$ cat src/rtl/mips_ctrl_pkg.sv
// Shared definitions for the multicycle MIPS control sequencer:
// state encoding, opcode/funct constants and datapath select encodings.
package mips_ctrl_pkg;

    typedef enum logic [3:0] {
        S_IDLE      = 4'd0,
        S_FETCH     = 4'd1,
        S_DECODE    = 4'd2,
        S_MEM_ADR   = 4'd3,
        S_MEM_RD    = 4'd4,
        S_MEM_WB    = 4'd5,
        S_MEM_WR    = 4'd6,
        S_R_EXEC    = 4'd7,
        S_R_WB      = 4'd8,
        S_BRANCH    = 4'd9,
        S_ADDI_EXEC = 4'd10,
        S_ADDI_WB   = 4'd11,
        S_JUMP      = 4'd12
    } state_t;

    localparam logic [5:0] OP_RTYPE = 6'h00;
    localparam logic [5:0] OP_LW    = 6'h23;
    localparam logic [5:0] OP_SW    = 6'h2B;
    localparam logic [5:0] OP_BEQ   = 6'h04;
    localparam logic [5:0] OP_ADDI  = 6'h08;
    localparam logic [5:0] OP_J     = 6'h02;

    localparam logic [5:0] FUNCT_SLL = 6'h00;
    localparam logic [5:0] FUNCT_SRL = 6'h02;

    localparam logic [1:0] ALUB_B       = 2'b00;
    localparam logic [1:0] ALUB_FOUR    = 2'b01;
    localparam logic [1:0] ALUB_IMM     = 2'b10;
    localparam logic [1:0] ALUB_IMM_SH2 = 2'b11;

    localparam logic [1:0] ALUOP_ADD   = 2'b00;
    localparam logic [1:0] ALUOP_SUB   = 2'b01;
    localparam logic [1:0] ALUOP_FUNCT = 2'b10;

    localparam logic [1:0] PCSRC_ALU    = 2'b00;
    localparam logic [1:0] PCSRC_ALUOUT = 2'b01;
    localparam logic [1:0] PCSRC_JUMP   = 2'b10;

    // Full set of datapath controls produced for one state.
    typedef struct packed {
        logic       pc_write;
        logic       pc_write_cond;
        logic       ior_sel;
        logic       mem_read;
        logic       mem_write;
        logic       ir_write;
        logic       reg_dst;
        logic       mem_to_reg;
        logic       reg_write;
        logic       alu_src_a;
        logic [1:0] alu_src_b;
        logic [1:0] alu_op;
        logic [1:0] pc_source;
        logic       shamt_sel;
        logic       instr_done;
        logic       illegal_op;
    } ctrl_word_t;

    // True for the opcodes this sequencer knows how to execute.
    function automatic logic is_supported_opcode(input logic [5:0] opcode);
        return (opcode == OP_RTYPE) || (opcode == OP_LW) || (opcode == OP_SW) ||
               (opcode == OP_BEQ) || (opcode == OP_ADDI) || (opcode == OP_J);
    endfunction

endpackage

$ cat src/rtl/multicycle_control_fsm_decoder.sv
// Combinational control-word decode: registered state (plus funct for the
// shift-amount select and opcode for the illegal-op flag) to datapath controls.
module mc_ctrl_decoder
    import mips_ctrl_pkg::*;
(
    input  state_t     state,
    input  logic [5:0] opcode,
    input  logic [5:0] funct,
    output ctrl_word_t ctrl
);

    // Start from all-zero controls and raise only what each state needs.
    always_comb begin
        ctrl = '0;
        case (state)
            S_FETCH: begin
                ctrl.mem_read  = 1'b1;
                ctrl.ir_write  = 1'b1;
                ctrl.pc_write  = 1'b1;
                ctrl.alu_src_b = ALUB_FOUR;
            end
            S_DECODE: begin
                ctrl.alu_src_b  = ALUB_IMM_SH2;
                ctrl.illegal_op = ~is_supported_opcode(opcode);
            end
            S_MEM_ADR, S_ADDI_EXEC: begin
                ctrl.alu_src_a = 1'b1;
                ctrl.alu_src_b = ALUB_IMM;
            end
            S_MEM_RD: begin
                ctrl.ior_sel  = 1'b1;
                ctrl.mem_read = 1'b1;
            end
            S_MEM_WB: begin
                ctrl.reg_write  = 1'b1;
                ctrl.mem_to_reg = 1'b1;
                ctrl.instr_done = 1'b1;
            end
            S_MEM_WR: begin
                ctrl.ior_sel    = 1'b1;
                ctrl.mem_write  = 1'b1;
                ctrl.instr_done = 1'b1;
            end
            S_R_EXEC: begin
                ctrl.alu_src_a = 1'b1;
                ctrl.alu_op    = ALUOP_FUNCT;
                ctrl.shamt_sel = (funct == FUNCT_SLL) || (funct == FUNCT_SRL);
            end
            S_R_WB: begin
                ctrl.reg_write  = 1'b1;
                ctrl.reg_dst    = 1'b1;
                ctrl.instr_done = 1'b1;
            end
            S_BRANCH: begin
                ctrl.alu_src_a     = 1'b1;
                ctrl.alu_op        = ALUOP_SUB;
                ctrl.pc_write_cond = 1'b1;
                ctrl.pc_source     = PCSRC_ALUOUT;
                ctrl.instr_done    = 1'b1;
            end
            S_ADDI_WB: begin
                ctrl.reg_write  = 1'b1;
                ctrl.instr_done = 1'b1;
            end
            S_JUMP: begin
                ctrl.pc_write   = 1'b1;
                ctrl.pc_source  = PCSRC_JUMP;
                ctrl.instr_done = 1'b1;
            end
            default: ctrl = '0;
        endcase
    end

endmodule

$ cat src/rtl/multicycle_control_fsm.sv
// Multicycle MIPS control sequencer: state register and next-state logic,
// with the per-state control word coming from mc_ctrl_decoder.
module multicycle_control_fsm
    import mips_ctrl_pkg::*;
(
    input  logic       clk,
    input  logic       reset,
    input  logic [5:0] in_opcode_6,
    input  logic [5:0] in_funct_6,
    output logic       out_pc_write,
    output logic       out_pc_write_cond,
    output logic       out_ior_sel,
    output logic       out_mem_read,
    output logic       out_mem_write,
    output logic       out_ir_write,
    output logic       out_reg_dst,
    output logic       out_mem_to_reg,
    output logic       out_reg_write,
    output logic       out_alu_src_a,
    output logic [1:0] out_alu_src_b,
    output logic [1:0] out_alu_op,
    output logic [1:0] out_pc_source,
    output logic       out_shamt_sel,
    output logic       out_instr_done,
    output logic       out_illegal_op,
    output logic [3:0] out_state_4
);

    state_t     state;
    state_t     next_state;
    ctrl_word_t ctrl;

    // State register; reset is active-low and drops straight to IDLE,
    // which also forces every control output to zero.
    always_ff @(posedge clk or negedge reset) begin
        if (!reset) begin
            state <= S_IDLE;
        end else begin
            state <= next_state;
        end
    end

    // Next-state selection; anything unexpected recovers through FETCH.
    always_comb begin
        next_state = S_FETCH;
        case (state)
            S_IDLE:   next_state = S_FETCH;
            S_FETCH:  next_state = S_DECODE;
            S_DECODE: begin
                case (in_opcode_6)
                    OP_LW, OP_SW: next_state = S_MEM_ADR;
                    OP_RTYPE:     next_state = S_R_EXEC;
                    OP_BEQ:       next_state = S_BRANCH;
                    OP_ADDI:      next_state = S_ADDI_EXEC;
                    OP_J:         next_state = S_JUMP;
                    default:      next_state = S_FETCH;
                endcase
            end
            S_MEM_ADR:   next_state = (in_opcode_6 == OP_LW) ? S_MEM_RD : S_MEM_WR;
            S_MEM_RD:    next_state = S_MEM_WB;
            S_R_EXEC:    next_state = S_R_WB;
            S_ADDI_EXEC: next_state = S_ADDI_WB;
            default:     next_state = S_FETCH;
        endcase
    end

    mc_ctrl_decoder u_decoder (
        .state  (state),
        .opcode (in_opcode_6),
        .funct  (in_funct_6),
        .ctrl   (ctrl)
    );

    assign out_pc_write      = ctrl.pc_write;
    assign out_pc_write_cond = ctrl.pc_write_cond;
    assign out_ior_sel       = ctrl.ior_sel;
    assign out_mem_read      = ctrl.mem_read;
    assign out_mem_write     = ctrl.mem_write;
    assign out_ir_write      = ctrl.ir_write;
    assign out_reg_dst       = ctrl.reg_dst;
    assign out_mem_to_reg    = ctrl.mem_to_reg;
    assign out_reg_write     = ctrl.reg_write;
    assign out_alu_src_a     = ctrl.alu_src_a;
    assign out_alu_src_b     = ctrl.alu_src_b;
    assign out_alu_op        = ctrl.alu_op;
    assign out_pc_source     = ctrl.pc_source;
    assign out_shamt_sel     = ctrl.shamt_sel;
    assign out_instr_done    = ctrl.instr_done;
    assign out_illegal_op    = ctrl.illegal_op;
    assign out_state_4       = state;

endmodule
$ cat config.mk
export PLATFORM = sky130hd
export DESIGN_NAME = multicycle_control_fsm
export DESIGN_NICKNAME = d
export VERILOG_FILES = /design/src/rtl/mips_ctrl_pkg.sv /design/src/rtl/multicycle_control_fsm_decoder.sv /design/src/rtl/multicycle_control_fsm.sv
export SDC_FILE = /design/constraint.sdc
export NUM_CORES = 1
export LEC_CHECK = 0
export ABC_CLOCK_PERIOD_IN_PS = 1600
export CAP_MARGIN = 10
export CORE_MARGIN = 2
export CORE_UTILIZATION = 35
export DETAILED_ROUTE_END_ITERATION = 10
export PLACE_DENSITY = 0.79
export SLEW_MARGIN = 10
export SYNTH_ARGS = -nofsm -noshare
export SYNTH_HDL_FRONTEND = slang
export SYNTH_SLANG_ARGS = --single-unit
$ cat constraint.sdc
create_clock -name clk -period 1.6 [get_ports clk]
set_input_delay 0.16 -clock clk [delete_from_list [all_inputs] [get_ports clk]]
set_output_delay 0.16 -clock clk [all_outputs]
set_load 0.01 [all_outputs]
==> metrics.yaml, run 1 <==
clock_tree:
  cts_buffers: 3
  cts_sinks: 4
  cts_max_path_buffers: 2
  insertion_delay_ns: 0.25
  path_clk_slew_ns: 0.04
  htree_levels: 1
  holdBufCountCts: 0
  cts_tree: "built"
  root_buffer: "clkbuf_4"
cells_and_area:
  nFillCells: 87
  nets: 160
  final_area_sq_um: 1240
  final_util: 0.826
  final_layout_size_suffix_gt1_frac: 0.542
  syn_to_final_growth_pct: 122
  seqCellArea_sq_um: 101
  n_antenna_cell: 0
  largest_register_ffs: 4
  multi_input_area_sq_um: 504
synth:
  synth_top_area_share: 0.179
  synth-seq-cells: 4
  synth_cells: 75
  synth_edf_count: 0
  yosysSeqAreaShare: 0.179
  synth_area_sq_um: 561
  synthFlopType: "dfrtp_1"
  synth.yosys.warnings: 0
  async_flop_share: 1.00
  synthesis.nets: 89
  netlist_top_cells_area: "dfrtp_1 18%, nor3_1 8.0%, nor2_1 4.7%"
  synth_area_leader_cell: "dfrtp_1"
  syn_area_per_cell_sq_um: 7.47
  yosysUniqueCellTypes: 36
timing:
  rsz0062_at_grt: "yes"
  fmax_mhz: 600
  hold_violations: 0
  relSlewSlack: 0.814
  clock-skew-final_ns: 0.000670
  fin_ws_ns: -0.0678
  post-route-period-util: 1.04
  whs_ns: 0.120
  fin_crit_ns: 1.67
  drv_slew: 0
  worst_pin_slew_ns: 0.277
  setup-violations-final: 3
worst_hold_path:
  min_path_type: "input pin to asynchronous set/reset pin"
floorplanning:
  dieArea_sq_um: 1940
  num_rows: 14
  die_y_um: 44.0
  start_util: 0.372
  core_sq_um: 1510
  pin_count: 37
  dieWidth_um: 44.0
power_and_ir_drop:
  vdd_drop_max_uv: 925
  pwr-share-comb: 0.835
  pwr-share-clk: 0.066
  swShare: 0.436
  internal-power_mw: 1.16
  power_density_nw_per_um2: 1650
  total_power_mw: 2.05
  power_frac_seq: 0.099
  power_switching_uw: 896
  power_leakage_nw: 0.638
critical_path:
  critPathRequiredTime_ns: 1.44
  r2r-start: "out_state_4[0]"
  r2r_setup_slack_ns: 0.06
  r2r_end: "out_state_4[3]"
  cp_max_fo: 4
  critPathKind: "flop to output port"
  r2r_cells: 6
  worstSetupEndpointType: "output port"
  cp-startpoint: "out_state_4[2]"
  arrival_ns: 1.51
  cp-start-kind: "flop"
global_routing:
  grt_pass1_wl_um: 3400
  grt_pass1_vias: 744
  antenna_found_initial: 0
  grt_max_degree: 13
  grt_use_total: 0.244
  overflow: 0
placed_design:
  io_buffers: 35
  gp_congestion: 0.855
  dpl_cell_area_sq_um: 1080
  dp_slack_ns: -0.257
  place_hpwl_um: 1400
routing:
  routedWlPerCell_um: 15.5
  drtIter0Drc: 21
  via_per_inst: 5.33
  dr.pass1.iters: 4
  drt-total-wl_um: 2480
  ant_nets: 0
  vias: 853
  drc: 0
run:
  cap_violations: 0
status:
  violations: "setup timing"
  outcome: "finished with violations"
## timing repair
action                     CTS  global route
gates cloned                 0             1
setup endpoints to repair   21            19
gates resized for setup     68            33
pin swaps                    2             3
setup buffers                5             4
## routing by layer
metal / share of wire / vias to the layer above / GRT usage / wire [um]
li1: - / 413 / - / -
met1: 0.40 / 407 / 0.264 / 993
met2: 0.54 / 27 / 0.462 / 1340
met3: 0.029 / 6 / 0.0245 / 72
met4: 0.028 / 0 / 0.127 / 70
met5: 0 / - / 0 / 0
## cell usage in the layout (no fill, tap or decap), types with 3 or more instances in the layout
cell / netlist / layout
nor3_1: 9 / 4
clkbuf_4: 0 / 3
dfrtp_1: 4 / 3
clkdlybuf4s50_1: 0 / 14
dlygate4sd2_1: 0 / 3
nand2b_4: 0 / 3
clkbuf_2: 0 / 4
nor2b_1: 3 / 3
nor2_1: 7 / 5
buf_2: 1 / 11
nor3_2: 0 / 3
buf_4: 3 / 28
a21oi_1: 5 / 5
buf_6: 2 / 10
## power by group through the flow
stage / clock network, mW / logic [mW] / registers [mW]
global route: 0.151 / 1.81 / 0.208
finish: 0.136 / 1.71 / 0.203
CTS: 0.130 / 1.42 / 0.191
floorplan: 0 / 0.636 / 0.217
global placement: 0 / 1.38 / 0.177
detailed placement: 0 / 1.39 / 0.178
## logic make-up (layout without fill, tap and decap cells)
logic type / after synthesis / count (layout) / share of synthesized area
buf+inv: 8 / 77 / 0.103
compound gates: 17 / 17 / 0.210
simple gates: 41 / 41 / 0.422
mux: 2 / 2 / 0.0402
flops: 4 / 4 / 0.179
xor+xnor: 3 / 3 / 0.0469
## final cells by class
class	instances	area share
Sequential cell	4	0.0814
Clock buffer	3	0.0181
Tap cell	16	0.0161
Timing Repair Buffer	72	0.473
Multi-Input combinational cell	63	0.405
Inverter	2	0.00603
## metrics by stage
stage	cells	TNS, ns
5_1_grt	160	-0.399
3_3_place_gp	147	-1.68
6_report	160	-0.108
3_5_place_dp	147	-2.08
2_1_floorplan	75	0
4_1_cts	155	-0.0725
## critical path, stage by stage (launching register included)
cell	delay (ns)
dfrtp_1	0.40
buf_6	0.13
buf_4	0.14
and3b_1	0.16
nor3_1	0.23
a31oi_1	0.06
buf_2	0.14
## worst max-delay path by stage
stage | slack [ns] | endpoint | depth (start not counted)
floorplan | 0.1 | out_reg_write | 4
global placement | -0.18 | out_reg_write | 4
detailed placement | -0.26 | out_illegal_op | 5
CTS | -0.07 | out_pc_write | 5
global route | -0.16 | out_instr_done | 6
finish | -0.07 | out_instr_done | 6
## synth_stat cells, drive strengths merged, types with 2 or more instances
| master | number |
|---|---|
| a21boi | 2 |
| a21oi | 5 |
| and2 | 2 |
| buf | 6 |
| dfrtp | 4 |
| inv | 2 |
| mux2 | 2 |
| nand2 | 2 |
| nand2b | 4 |
| nand3 | 2 |
| nor2 | 7 |
| nor2b | 3 |
| nor3 | 9 |
| o21ai | 2 |
| or3 | 3 |
| or3b | 2 |
| xnor2 | 2 |
(Power assumes the default switching activity.)
==> inputs of run 2 (changes only) <==
- RECOVER_POWER: not set -> 50
==> run 2 against run 1 <==
Net effect:
- the run still ends with setup timing left
- sequential cell count unchanged
- hold slack improved by 0.082 ns
- total power fell by 1.1%
- die area is the same
- cell count did not move
- global-route usage unchanged
- register-to-register slack hardly changed
- non-clock buffer count is the same
- utilization decreased by 0.58 points
- count of clock-buffer cells in the layout unchanged
- critical path depth unchanged
- largest power group unchanged
- highest routed layer unchanged
==> metrics.yaml, run 2 (same netlist as run 1, synthesis figures left out) <==
global_routing:
  grt_pass1_wl_um: 3400  # unchanged
  antenna_found_initial: 0  # unchanged
  overflow: 0  # unchanged
  grt_pass1_vias: 744  # unchanged
  grt_max_degree: 13  # unchanged
  grt_use_total: 0.244  # unchanged
routing:
  dr.pass1.iters: 4  # unchanged
  vias: 876  # +2.7%
  drt-total-wl_um: 2470  # -0.16%
  routedWlPerCell_um: 15.5  # -0.16%
  drtIter0Drc: 23  # +9.5%
  ant_nets: 0  # unchanged
  drc: 0  # unchanged
  via_per_inst: 5.48  # +2.7%
critical_path:
  path_cells: "buf_6, buf_4, and3b_1, nor3_1, a31oi_1, buf_2"
  r2r_cells: 6  # unchanged
  cp-start-kind: "flop"
  cp_max_fo: 4  # unchanged
  critPathMaxStageDelay_ns: 0.40  # about the same
  arrival_ns: 1.49  # -0.02 ns
  critPathRequiredTime_ns: 1.44  # about the same
  worstSetupEndpointType: "output port"
  slowest_stage: "dfrtp_1"
  critPathKind: "flop to output port"
status:
  violations: "setup timing"
  outcome: "finished with violations"
floorplanning:
  core_sq_um: 1510  # unchanged
  dieArea_sq_um: 1940  # unchanged
  dieWidth_um: 44.0  # unchanged
  pin_count: 37  # unchanged
  die_y_um: 44.0  # unchanged
  start_util: 0.372  # unchanged
  num_rows: 14  # unchanged
clock_tree:
  holdBufCountCts: 0  # unchanged
  cts_max_path_buffers: 2  # unchanged
  cts_buffers: 3  # unchanged
  insertion_delay_ns: 0.24  # about the same
  cts_tree: "built"
  root_buffer: "clkbuf_4"
  htree_levels: 1  # unchanged
  cts_sinks: 4  # unchanged
  path_clk_slew_ns: 0.04  # about the same
power_and_ir_drop:
  internal-power_mw: 1.14  # -1.2%
  pwr-share-comb: 0.835  # about the same
  total_power_mw: 2.03  # -1.1%
  power_leakage_nw: 0.634  # -0.65%
  pwr-share-clk: 0.064  # -0.002
  swShare: 0.437  # +0.000502
  vdd_drop_max_uv: 921  # -0.43%
  power_frac_seq: 0.101  # +0.002
  power_density_nw_per_um2: 1640  # -0.43%
  power_switching_uw: 887  # -1.0%
timing:
  tns_ns: -0.0580  # +0.0497 ns
  drv_slew: 0  # unchanged
  relSlewSlack: 0.812  # -0.00137
  hold_violations: 0  # unchanged
  fmax_mhz: 606  # +1.0%
  post-route-period-util: 1.03  # -0.0107
  rsz0062_at_grt: "yes"
  worst_pin_slew_ns: 0.279  # +0.00204 ns
  fin_crit_ns: 1.65  # -0.0171 ns
  clock-skew-final_ns: 0.000366  # -0.000303 ns
  fin_ws_ns: -0.0507  # +0.0171 ns
  setup-violations-final: 2  # -1
cells_and_area:
  final_util: 0.821  # -0.00581
  final_layout_size_suffix_gt1_frac: 0.528  # -0.0139
  nets: 160  # unchanged
  n_antenna_cell: 0  # unchanged
  layout_commonest_cell: "buf_4"
  largest_register_ffs: 4  # unchanged
  syn_to_final_growth_pct: 121
  final_cell_mix: "27 x buf_4, 13 x clkdlybuf4s50_1, 11 x buf_2"
placed_design:
  place_hpwl_um: 1400  # unchanged
  io_buffers: 35  # unchanged
  gp_congestion: 0.855  # unchanged
run:
  cap_violations: 0  # unchanged
worst_hold_path:
  min_path_type: "input pin to asynchronous set/reset pin"
==> run 2: cell count changes in the layout (fill, tap and decap cells not counted) <==
| cell | delta |
|---|---|
| clkbuf_1 | +1 |
| buf_4 | -1 |
| dlygate4sd3_1 | +1 |
| nor3_2 | -1 |
| nor3_1 | +1 |
| clkdlybuf4s50_1 | -1 |
==> run 2: what timing repair did <==
action	4_1_cts	5_1_grt
gates cloned	0	1
pin swaps	2	3
buffers inserted	5	4
resized for setup	68	33
endpoints found under the setup margin	21	19
==> run 2: area by class of cell <==
type | count | area (sq um)
clock buffer | 3 | 22.5
fill | 89 | 270
sequential | 4 | 101
inverter | 2 | 7.51
timing repair buffer | 72 | 586
tap | 16 | 20.0
multi-input combinational | 63 | 499
==> run 2: stage by stage <==
step	setup WS [ns]	std cells	area [sq um]	hold slack, ns
floorplan	0.0972	75	561	-0.136
global placement	-0.181	147	1080	0.377
detailed placement	-0.257	147	1080	0.377
CTS	-0.0657	155	1160	0.124
global route	-0.156	160	1240	0.185
finish	-0.0507	160	1240	0.202
==> run 2: path summary, 6_finish.rpt <==
path / startpoint / to / slack [ns]
max in group asynchronous: reset / out_state_4[0] / 1.20
max reg2reg: out_state_4[0] / out_state_4[3] / 0.06
min: reset / out_state_4[1] / 0.20
min reg2reg: out_state_4[3] / out_state_4[2] / 0.74
min in group clk: out_state_4[3] / out_state_4[2] / 0.74
max: out_state_4[2] / out_instr_done / -0.05
==> run 2: power groups by stage <==
stage / Sequential (mW) / Combinational, mW / Clock, mW
after floorplan: 0.217 / 0.636 / 0
after global placement: 0.177 / 1.38 / 0
after detailed placement: 0.178 / 1.39 / 0
after CTS: 0.191 / 1.42 / 0.130
after global routing: 0.208 / 1.80 / 0.151
final: 0.204 / 1.70 / 0.130
==> run 2: worst max-delay path: cells and delay by family, from the launching register on <==
kind,cells,cell delay (ns)
AO/OA/AOI/OAI,1,0.06
buffers and inverters,3,0.41
AND/OR/NAND/NOR,2,0.38
flip-flops,1,0.40
==> run 2: routing by layer <==
| metal | global-route usage | vias to the layer above | wire length, um |
|---|---|---|---|
| met5 | 0 | - | 0 |
| met4 | 0.127 | 0 | 46 |
| met3 | 0.0245 | 4 | 104 |
| met2 | 0.462 | 40 | 1370 |
| met1 | 0.264 | 417 | 947 |
| li1 | - | 415 | - |
